**config.mk**
```make
export PLATFORM = sky130hd
export DESIGN_NAME = keycode_action_decoder_flat
export DESIGN_NICKNAME = d
export VERILOG_FILES = /design/src/rtl/keycode_action_decoder_pkg.sv /design/src/rtl/keycode_action_decoder_if.sv /design/src/rtl/keycode_action_decoder_sync_filter.sv /design/src/rtl/keycode_action_decoder.sv /design/src/flat_wrapper.sv
export SDC_FILE = /design/constraint.sdc
export NUM_CORES = 1
export LEC_CHECK = 0
export ABC_AREA = 1
export BUFFER_PORTS_ARGS = -buffer_cell sky130_fd_sc_hd__buf_2
export CELL_PAD_IN_SITES_DETAIL_PLACEMENT = 0
export CELL_PAD_IN_SITES_GLOBAL_PLACEMENT = 1
export CORE_MARGIN = 2
export CORE_UTILIZATION = 42
export CTS_CLUSTER_SIZE = 25
export DETAILED_ROUTE_END_ITERATION = 16
export PLACE_DENSITY = 0.84
export SLEW_MARGIN = 15
export SYNTH_ARGS = -nofsm -noshare
export SYNTH_HDL_FRONTEND = slang
export SYNTH_HIERARCHICAL = 1
export SYNTH_SLANG_ARGS = --single-unit
```
**constraint.sdc**
```tcl
create_clock -name clk -period 1.8 [get_ports clk]
set_input_delay 0.36 -clock clk [delete_from_list [all_inputs] [get_ports clk]]
set_output_delay 0.36 -clock clk [all_outputs]
set_load 0.1 [all_outputs]
```
**src/rtl/keycode_action_decoder_pkg.sv**
```systemverilog
`default_nettype none
// +--------------------------------------------------------------------------+
// | mario_input_pkg: HID usage codes, action bit indices and scan FSM states |
// | Revision: 1.0                                                            |
// +--------------------------------------------------------------------------+
package mario_input_pkg;

  localparam logic [7:0] P1_LEFT      = 8'h04;
  localparam logic [7:0] P1_RIGHT     = 8'h07;
  localparam logic [7:0] P1_JUMP      = 8'h1A;
  localparam logic [7:0] P1_DOWN      = 8'h16;
  localparam logic [7:0] P2_LEFT      = 8'h50;
  localparam logic [7:0] P2_RIGHT     = 8'h4F;
  localparam logic [7:0] P2_JUMP      = 8'h52;
  localparam logic [7:0] P2_DOWN      = 8'h51;
  localparam logic [7:0] HID_EMPTY    = 8'h00;
  localparam logic [7:0] HID_ROLLOVER = 8'h01;

  localparam int LEFT  = 0;
  localparam int RIGHT = 1;
  localparam int JUMP  = 2;
  localparam int DOWN  = 3;

  localparam logic [2:0] LAST_SLOT = 3'd5;

  typedef enum logic [1:0] {
    ST_IDLE   = 2'd0,
    ST_SCAN   = 2'd1,
    ST_COMMIT = 2'd2
  } scan_state_e;

  function automatic logic [3:0] decode_p1(input logic [7:0] code);
    logic [3:0] bits;
    bits = 4'b0000;
    case (code)
      P1_LEFT:  bits[LEFT]  = 1'b1;
      P1_RIGHT: bits[RIGHT] = 1'b1;
      P1_JUMP:  bits[JUMP]  = 1'b1;
      P1_DOWN:  bits[DOWN]  = 1'b1;
      default:  bits = 4'b0000;
    endcase
    return bits;
  endfunction

  function automatic logic [3:0] decode_p2(input logic [7:0] code);
    logic [3:0] bits;
    bits = 4'b0000;
    case (code)
      P2_LEFT:  bits[LEFT]  = 1'b1;
      P2_RIGHT: bits[RIGHT] = 1'b1;
      P2_JUMP:  bits[JUMP]  = 1'b1;
      P2_DOWN:  bits[DOWN]  = 1'b1;
      default:  bits = 4'b0000;
    endcase
    return bits;
  endfunction

  function automatic logic [3:0] cancel_opposing(input logic [3:0] acts);
    logic [3:0] res;
    res = acts;
    if (acts[LEFT] && acts[RIGHT]) begin
      res[LEFT]  = 1'b0;
      res[RIGHT] = 1'b0;
    end
    return res;
  endfunction

endpackage
`default_nettype wire

```
**src/rtl/keycode_action_decoder_if.sv**
```systemverilog
`default_nettype none
// +--------------------------------------------------------------------------+
// | keycode_action_decoder_if: GPIO keycode words in, per-player actions out |
// | Revision: 1.0                                                            |
// +--------------------------------------------------------------------------+
interface keycode_action_decoder_if;

  logic [31:0] keycode;
  logic [31:0] keycode2;
  logic        frame_tick;
  logic        jump_ack_p1;
  logic        jump_ack_p2;
  logic [3:0]  held_p1;
  logic [3:0]  held_p2;
  logic [3:0]  press_p1;
  logic [3:0]  press_p2;
  logic        jump_req_p1;
  logic        jump_req_p2;
  logic        rollover;
  logic        busy;

  // Driving side: CPU GPIO and game engine acknowledges.
  modport master (
    output keycode, keycode2, frame_tick, jump_ack_p1, jump_ack_p2,
    input  held_p1, held_p2, press_p1, press_p2,
    input  jump_req_p1, jump_req_p2, rollover, busy
  );

  modport slave (
    input  keycode, keycode2, frame_tick, jump_ack_p1, jump_ack_p2,
    output held_p1, held_p2, press_p1, press_p2,
    output jump_req_p1, jump_req_p2, rollover, busy
  );

endinterface
`default_nettype wire

```
**src/rtl/keycode_action_decoder_sync_filter.sv**
```systemverilog
`default_nettype none
// +--------------------------------------------------------------------------+
// | keycode_sync_filter: synchroniser, stability counter, 64-bit snapshot    |
// | Revision: 1.0                                                            |
// +--------------------------------------------------------------------------+
module keycode_sync_filter #(
  parameter int SYNC_STAGES   = 2,
  parameter int STABLE_CYCLES = 4
) (
  input  wire logic        clk,
  input  wire logic        reset_n,
  input  wire logic [63:0] din,
  output logic      [63:0] snapshot
);

  localparam logic [3:0] STABLE_MAX = 4'(STABLE_CYCLES);

  logic [SYNC_STAGES-1:0][63:0] sync_q, sync_d;
  logic [63:0] sync_out;
  logic [63:0] prev_q, prev_d;
  logic [63:0] snap_q, snap_d;
  logic [3:0]  cnt_q, cnt_d;

  always_comb begin
    sync_d[0] = din;
    for (int i = 1; i < SYNC_STAGES; i++) begin
      sync_d[i] = sync_q[i-1];
    end
  end

  assign sync_out = sync_q[SYNC_STAGES-1];

  // Loading on the next count (not the registered one) keeps the first
  // changed sample out of the snapshot while the counter is still saturated.
  always_comb begin
    prev_d = sync_out;
    cnt_d  = 4'd0;
    if (sync_out == prev_q) begin
      cnt_d = (cnt_q == STABLE_MAX) ? cnt_q : cnt_q + 4'd1;
    end
    snap_d = (cnt_d == STABLE_MAX) ? sync_out : snap_q;
  end

  always_ff @(posedge clk or negedge reset_n) begin
    if (!reset_n) begin
      sync_q <= '0;
      prev_q <= '0;
      cnt_q  <= 4'd0;
      snap_q <= '0;
    end else begin
      sync_q <= sync_d;
      prev_q <= prev_d;
      cnt_q  <= cnt_d;
      snap_q <= snap_d;
    end
  end

  assign snapshot = snap_q;

endmodule
`default_nettype wire

```
**src/rtl/keycode_action_decoder.sv**
```systemverilog
`default_nettype none
// +--------------------------------------------------------------------------+
// | keycode_action_decoder: frame-aligned HID slot scan into player actions  |
// | Revision: 1.0                                                            |
// +--------------------------------------------------------------------------+
module keycode_action_decoder
  import mario_input_pkg::*;
#(
  parameter int SYNC_STAGES     = 2,
  parameter int STABLE_CYCLES   = 4,
  parameter int CANCEL_OPPOSING = 1
) (
  input wire logic                 clk,
  input wire logic                 reset_n,
  keycode_action_decoder_if.slave  bus
);

  logic [63:0] snap;
  logic [15:0] unused_hi;

  keycode_sync_filter #(
    .SYNC_STAGES   (SYNC_STAGES),
    .STABLE_CYCLES (STABLE_CYCLES)
  ) u_sync_filter (
    .clk      (clk),
    .reset_n  (reset_n),
    .din      ({bus.keycode2, bus.keycode}),
    .snapshot (snap)
  );

  assign unused_hi = snap[63:48];

  scan_state_e state_q, state_d;
  logic [2:0]  slot_q, slot_d;
  logic [3:0]  acc_p1_q, acc_p1_d;
  logic [3:0]  acc_p2_q, acc_p2_d;
  logic        err_q, err_d;
  logic        commit_q, commit_d;
  logic [7:0]  slot_byte;

  always_comb begin
    slot_byte = 8'h00;
    case (slot_q)
      3'd0:    slot_byte = snap[7:0];
      3'd1:    slot_byte = snap[15:8];
      3'd2:    slot_byte = snap[23:16];
      3'd3:    slot_byte = snap[31:24];
      3'd4:    slot_byte = snap[39:32];
      3'd5:    slot_byte = snap[47:40];
      default: slot_byte = 8'h00;
    endcase
  end

  always_comb begin
    state_d  = state_q;
    slot_d   = slot_q;
    acc_p1_d = acc_p1_q;
    acc_p2_d = acc_p2_q;
    err_d    = err_q;
    commit_d = 1'b0;
    case (state_q)
      ST_IDLE: begin
        if (bus.frame_tick) begin
          acc_p1_d = 4'b0000;
          acc_p2_d = 4'b0000;
          err_d    = 1'b0;
          slot_d   = 3'd0;
          state_d  = ST_SCAN;
        end
      end
      ST_SCAN: begin
        acc_p1_d = acc_p1_q | decode_p1(slot_byte);
        acc_p2_d = acc_p2_q | decode_p2(slot_byte);
        if (slot_byte == HID_ROLLOVER) begin
          err_d = 1'b1;
        end
        if (slot_q == LAST_SLOT) begin
          state_d = ST_COMMIT;
        end else begin
          slot_d = slot_q + 3'd1;
        end
      end
      ST_COMMIT: begin
        commit_d = 1'b1;
        state_d  = ST_IDLE;
      end
      default: state_d = ST_IDLE;
    endcase
  end

  always_ff @(posedge clk or negedge reset_n) begin
    if (!reset_n) begin
      state_q  <= ST_IDLE;
      slot_q   <= 3'd0;
      acc_p1_q <= 4'b0000;
      acc_p2_q <= 4'b0000;
      err_q    <= 1'b0;
      commit_q <= 1'b0;
    end else begin
      state_q  <= state_d;
      slot_q   <= slot_d;
      acc_p1_q <= acc_p1_d;
      acc_p2_q <= acc_p2_d;
      err_q    <= err_d;
      commit_q <= commit_d;
    end
  end

  logic [3:0] held_p1_q, held_p1_d, held_p2_q, held_p2_d;
  logic [3:0] press_p1_q, press_p1_d, press_p2_q, press_p2_d;
  logic       jump_req_p1_q, jump_req_p1_d, jump_req_p2_q, jump_req_p2_d;
  logic       rollover_q, rollover_d;
  logic [3:0] new_p1, new_p2;

  always_comb begin
    new_p1 = (CANCEL_OPPOSING != 0) ? cancel_opposing(acc_p1_q) : acc_p1_q;
    new_p2 = (CANCEL_OPPOSING != 0) ? cancel_opposing(acc_p2_q) : acc_p2_q;
  end

  // acc/err are still intact here: a new frame can only clear them on this
  // same edge, so the published frame always reflects the finished scan.
  always_comb begin
    held_p1_d  = held_p1_q;
    held_p2_d  = held_p2_q;
    press_p1_d = 4'b0000;
    press_p2_d = 4'b0000;
    rollover_d = rollover_q;
    if (commit_q) begin
      if (err_q) begin
        rollover_d = 1'b1;
      end else begin
        held_p1_d  = new_p1;
        held_p2_d  = new_p2;
        press_p1_d = new_p1 & ~held_p1_q;
        press_p2_d = new_p2 & ~held_p2_q;
        rollover_d = 1'b0;
      end
    end

    jump_req_p1_d = jump_req_p1_q;
    if (press_p1_d[JUMP]) begin
      jump_req_p1_d = 1'b1;
    end else if (bus.jump_ack_p1) begin
      jump_req_p1_d = 1'b0;
    end

    jump_req_p2_d = jump_req_p2_q;
    if (press_p2_d[JUMP]) begin
      jump_req_p2_d = 1'b1;
    end else if (bus.jump_ack_p2) begin
      jump_req_p2_d = 1'b0;
    end
  end

  always_ff @(posedge clk or negedge reset_n) begin
    if (!reset_n) begin
      held_p1_q     <= 4'b0000;
      held_p2_q     <= 4'b0000;
      press_p1_q    <= 4'b0000;
      press_p2_q    <= 4'b0000;
      jump_req_p1_q <= 1'b0;
      jump_req_p2_q <= 1'b0;
      rollover_q    <= 1'b0;
    end else begin
      held_p1_q     <= held_p1_d;
      held_p2_q     <= held_p2_d;
      press_p1_q    <= press_p1_d;
      press_p2_q    <= press_p2_d;
      jump_req_p1_q <= jump_req_p1_d;
      jump_req_p2_q <= jump_req_p2_d;
      rollover_q    <= rollover_d;
    end
  end

  assign bus.held_p1     = held_p1_q;
  assign bus.held_p2     = held_p2_q;
  assign bus.press_p1    = press_p1_q;
  assign bus.press_p2    = press_p2_q;
  assign bus.jump_req_p1 = jump_req_p1_q;
  assign bus.jump_req_p2 = jump_req_p2_q;
  assign bus.rollover    = rollover_q;
  assign bus.busy        = (state_q != ST_IDLE);

endmodule
`default_nettype wire
```
**src/flat_wrapper.sv**
```systemverilog
// flat-port wrapper written by rule: the top's interface ports become plain ports
module keycode_action_decoder_flat import mario_input_pkg::*;
#(
  parameter int SYNC_STAGES     = 2,
  parameter int STABLE_CYCLES   = 4,
  parameter int CANCEL_OPPOSING = 1
)
  (clk, reset_n, bus_keycode, bus_keycode2, bus_frame_tick, bus_jump_ack_p1, bus_jump_ack_p2, bus_held_p1, bus_held_p2, bus_press_p1, bus_press_p2, bus_jump_req_p1, bus_jump_req_p2, bus_rollover, bus_busy);
  keycode_action_decoder_if bus_i ();
  input wire logic clk;
  input wire logic reset_n;
  input wire logic [$bits(bus_i.keycode)-1:0] bus_keycode;
  input wire logic [$bits(bus_i.keycode2)-1:0] bus_keycode2;
  input wire logic [$bits(bus_i.frame_tick)-1:0] bus_frame_tick;
  input wire logic [$bits(bus_i.jump_ack_p1)-1:0] bus_jump_ack_p1;
  input wire logic [$bits(bus_i.jump_ack_p2)-1:0] bus_jump_ack_p2;
  output wire logic [$bits(bus_i.held_p1)-1:0] bus_held_p1;
  output wire logic [$bits(bus_i.held_p2)-1:0] bus_held_p2;
  output wire logic [$bits(bus_i.press_p1)-1:0] bus_press_p1;
  output wire logic [$bits(bus_i.press_p2)-1:0] bus_press_p2;
  output wire logic [$bits(bus_i.jump_req_p1)-1:0] bus_jump_req_p1;
  output wire logic [$bits(bus_i.jump_req_p2)-1:0] bus_jump_req_p2;
  output wire logic [$bits(bus_i.rollover)-1:0] bus_rollover;
  output wire logic [$bits(bus_i.busy)-1:0] bus_busy;
  assign bus_i.keycode = bus_keycode;
  assign bus_i.keycode2 = bus_keycode2;
  assign bus_i.frame_tick = bus_frame_tick;
  assign bus_i.jump_ack_p1 = bus_jump_ack_p1;
  assign bus_i.jump_ack_p2 = bus_jump_ack_p2;
  assign bus_held_p1 = bus_i.held_p1;
  assign bus_held_p2 = bus_i.held_p2;
  assign bus_press_p1 = bus_i.press_p1;
  assign bus_press_p2 = bus_i.press_p2;
  assign bus_jump_req_p1 = bus_i.jump_req_p1;
  assign bus_jump_req_p2 = bus_i.jump_req_p2;
  assign bus_rollover = bus_i.rollover;
  assign bus_busy = bus_i.busy;
  keycode_action_decoder #(.SYNC_STAGES(SYNC_STAGES), .STABLE_CYCLES(STABLE_CYCLES), .CANCEL_OPPOSING(CANCEL_OPPOSING)) u_core (.clk(clk), .reset_n(reset_n), .bus(bus_i));
endmodule
```
==> impl_metrics.ini <==
[routing]
drt-total-wl_um = 19930
vias_per_cell = 4.400
drtIter0Drc = 363
post-route-drc-count = 0
dr.pass1.iters = 4
route.vias.total = 6961
wl_per_cell_um = 12.60
antenna_left = 0

[cts]
htree_levels = 1
cts_tree = done
cts_buffer_depth = 3
cts-root-buf = clkbuf_16
cts_sinks = 278
clk_latency_ns = 0.54
numCtsBuffers = 28
cts.reportedPaths.clkPinSlew_ns = 0.06

[worst_setup_path]
cp-end-kind = register
crit_required_ns = 2.23
path_cells = inv_1 > ha_1 > nand3_1 > inv_1 > nor3_1 > o211ai_1 > buf_4 > clkbuf_16 > nand3_1 > nand2_1
crit_path_start_kind = register
cp_max_fo = 6
cp_slowest_cell = dfrtp_1
crit_type = reg -> reg
crit_path_max_incr_delay_ns = 0.34
crit_arrival_ns = 2.37

[timing]
worst_pin_slew_ns = 0.5023
fin_skew_ns = 0.02008
fin_ws_ns = -0.1431
fin_crit_sh_pct = 107.9
fmax_ghz = 0.5146
fin_crit_ns = 1.943
slew_viol_final = 0
setup_viol = 48
max_slew_margin_pct = 66.39
holdWs_ns = 0.02365
final-hold-violation-count = 0
rsz0062_at_grt = true

[die]
ioPinCount = 89
die-area_um2 = 25360
core.rowCount = 56
dieHeight_um = 159.2
placeableCoreArea_um2 = 23540
start_util_pct = 42.99
chipWidth_um = 159.2

[place]
port_buffers = 88
dp_hpwl_um = 12390
dpl_cell_area_um2 = 11400
gp_congestion = 0.8814

[run_status]
outcome = finished with violations
violations = negative setup slack

[cells_and_area]
nets = 1319
drive_above_1_share_pct = 24.94
areaGrowthSynthToFinish_pct = 33.61
final_common_cell = nand2_1
final_cell_area_um2 = 13520
fin_util_pct = 57.44
nFillCells = 1992
n_antenna_cell = 0
final_cell_mix = nand2_1, dfrtp_1, inv_1, nor2_1, buf_2

[global_routing]
grt_antenna_before_repair = 0
grt_max_degree = 78
grt_pass1_vias = 6920
grt_overflow = 0
track_usage_pct = 15.61
grt_pass1_wl_um = 32880

[power]
leakage_uw = 0.007036
irDropWorstVdd_mv = 0.9225
power.density_nw_per_um2 = 1061

[logic_synthesis]
synth.avg_cell_area_um2 = 10.18
syn_inst = 994
syn-num-nets = 1070
syn_area_um2 = 10120
yosys_warnings = 6

[flow_run]
cap_violations = 0

[min_path]
min-delay-path-class = in -> reg
final timing paths:
kind / start / to / slack, ns / cells past startpoint
max: u_core/u_sync_filter/cnt_q[0]$_DFF_PN0_ / u_core/u_sync_filter/snapshot[37]$_DFFE_PN0N_ / -0.14 / 10
min: bus_jump_ack_p2 / u_core/bus.jump_req_p2$_DFFE_PN0P_ / 0.02 / 2
max reg2reg: u_core/u_sync_filter/cnt_q[0]$_DFF_PN0_ / u_core/u_sync_filter/snapshot[37]$_DFFE_PN0N_ / -0.14 / 10
min reg2reg: u_core/u_sync_filter/sync_d[84]$_DFF_PN0_ / u_core/u_sync_filter/prev_d[20]$_DFF_PN0_ / 0.35 / 0
max in group asynchronous: reset_n / u_core/u_sync_filter/sync_d[93]$_DFF_PN0_ / 0.97 / 3
min in group asynchronous: reset_n / u_core/u_sync_filter/prev_d[51]$_DFF_PN0_ / 0.21 / 2
worst max-delay path, delay by kind of cell (launching register included):
family	cells	cell delay, ns
AOI/OAI and AO/OA	1	0.17
adders and majority gates	1	0.20
buffers and inverters	4	0.54
DFF	1	0.34
and+or+nand+nor	4	0.58
sequential cells by signal (all words and copies together) (netlist names), 2 cells and up:
signal                         count
u_core/state_q                     2
u_core/bus.press_p2                4
u_core/u_sync_filter/sync_d       64
u_core/acc_p2_q                    4
u_core/slot_q                      3
u_core/u_sync_filter/prev_q       64
u_core/bus.held_p1                 4
u_core/acc_p1_q                    4
u_core/u_sync_filter/snapshot     48
u_core/bus.held_p2                 4
u_core/u_sync_filter/prev_d       64
u_core/u_sync_filter/cnt_q         4
u_core/bus.press_p1                4
where the power goes:
part,internal (uW),switching (uW)
clock network,3230,2290
registers,6560,211
logic,802,1260
routing by layer:
metal  track usage [%]  vias to the layer above  wire [um]
li1                  -                     3516          -
met1             21.01                     3279       8954
met2             25.83                      118       9548
met3             3.074                       48        799
met4             4.711                        0        632
met5                 0                        -          0
layout make-up:
class	instances	area (um^2)	area share [%]
Clock buffer	43	807.0	5.968
Tap cell	319	399.1	2.952
Clock inverter	7	81.33	0.6014
Multi-Input combinational cell	576	2880	21.30
Timing Repair Buffer	243	1954	14.45
Sequential cell	278	6960	51.47
Inverter	116	440.4	3.257
timing repair:
action                                  in CTS  in global routing
cloned                                       0                  5
resized for setup                           29                 74
pin swaps                                   10                 49
hold buffers                                65                  0
endpoints found under the setup margin      58                 58
buffers inserted                             9                  6
endpoints found under the hold margin      342                  0
through the flow:
step	cells	power (uW)	setup TNS, ns	setup WS [ns]
after floorplan	994	7827	0	0.02544
after global placement	1447	8428	-6.528	-0.1399
after detailed placement	1447	8458	-9.919	-0.2169
after CTS	1571	14310	-4.157	-0.1078
after global routing	1582	15000	-13.18	-0.2867
final	1582	14350	-5.294	-0.1431
Note: power is estimated with default switching activity, not from simulation.
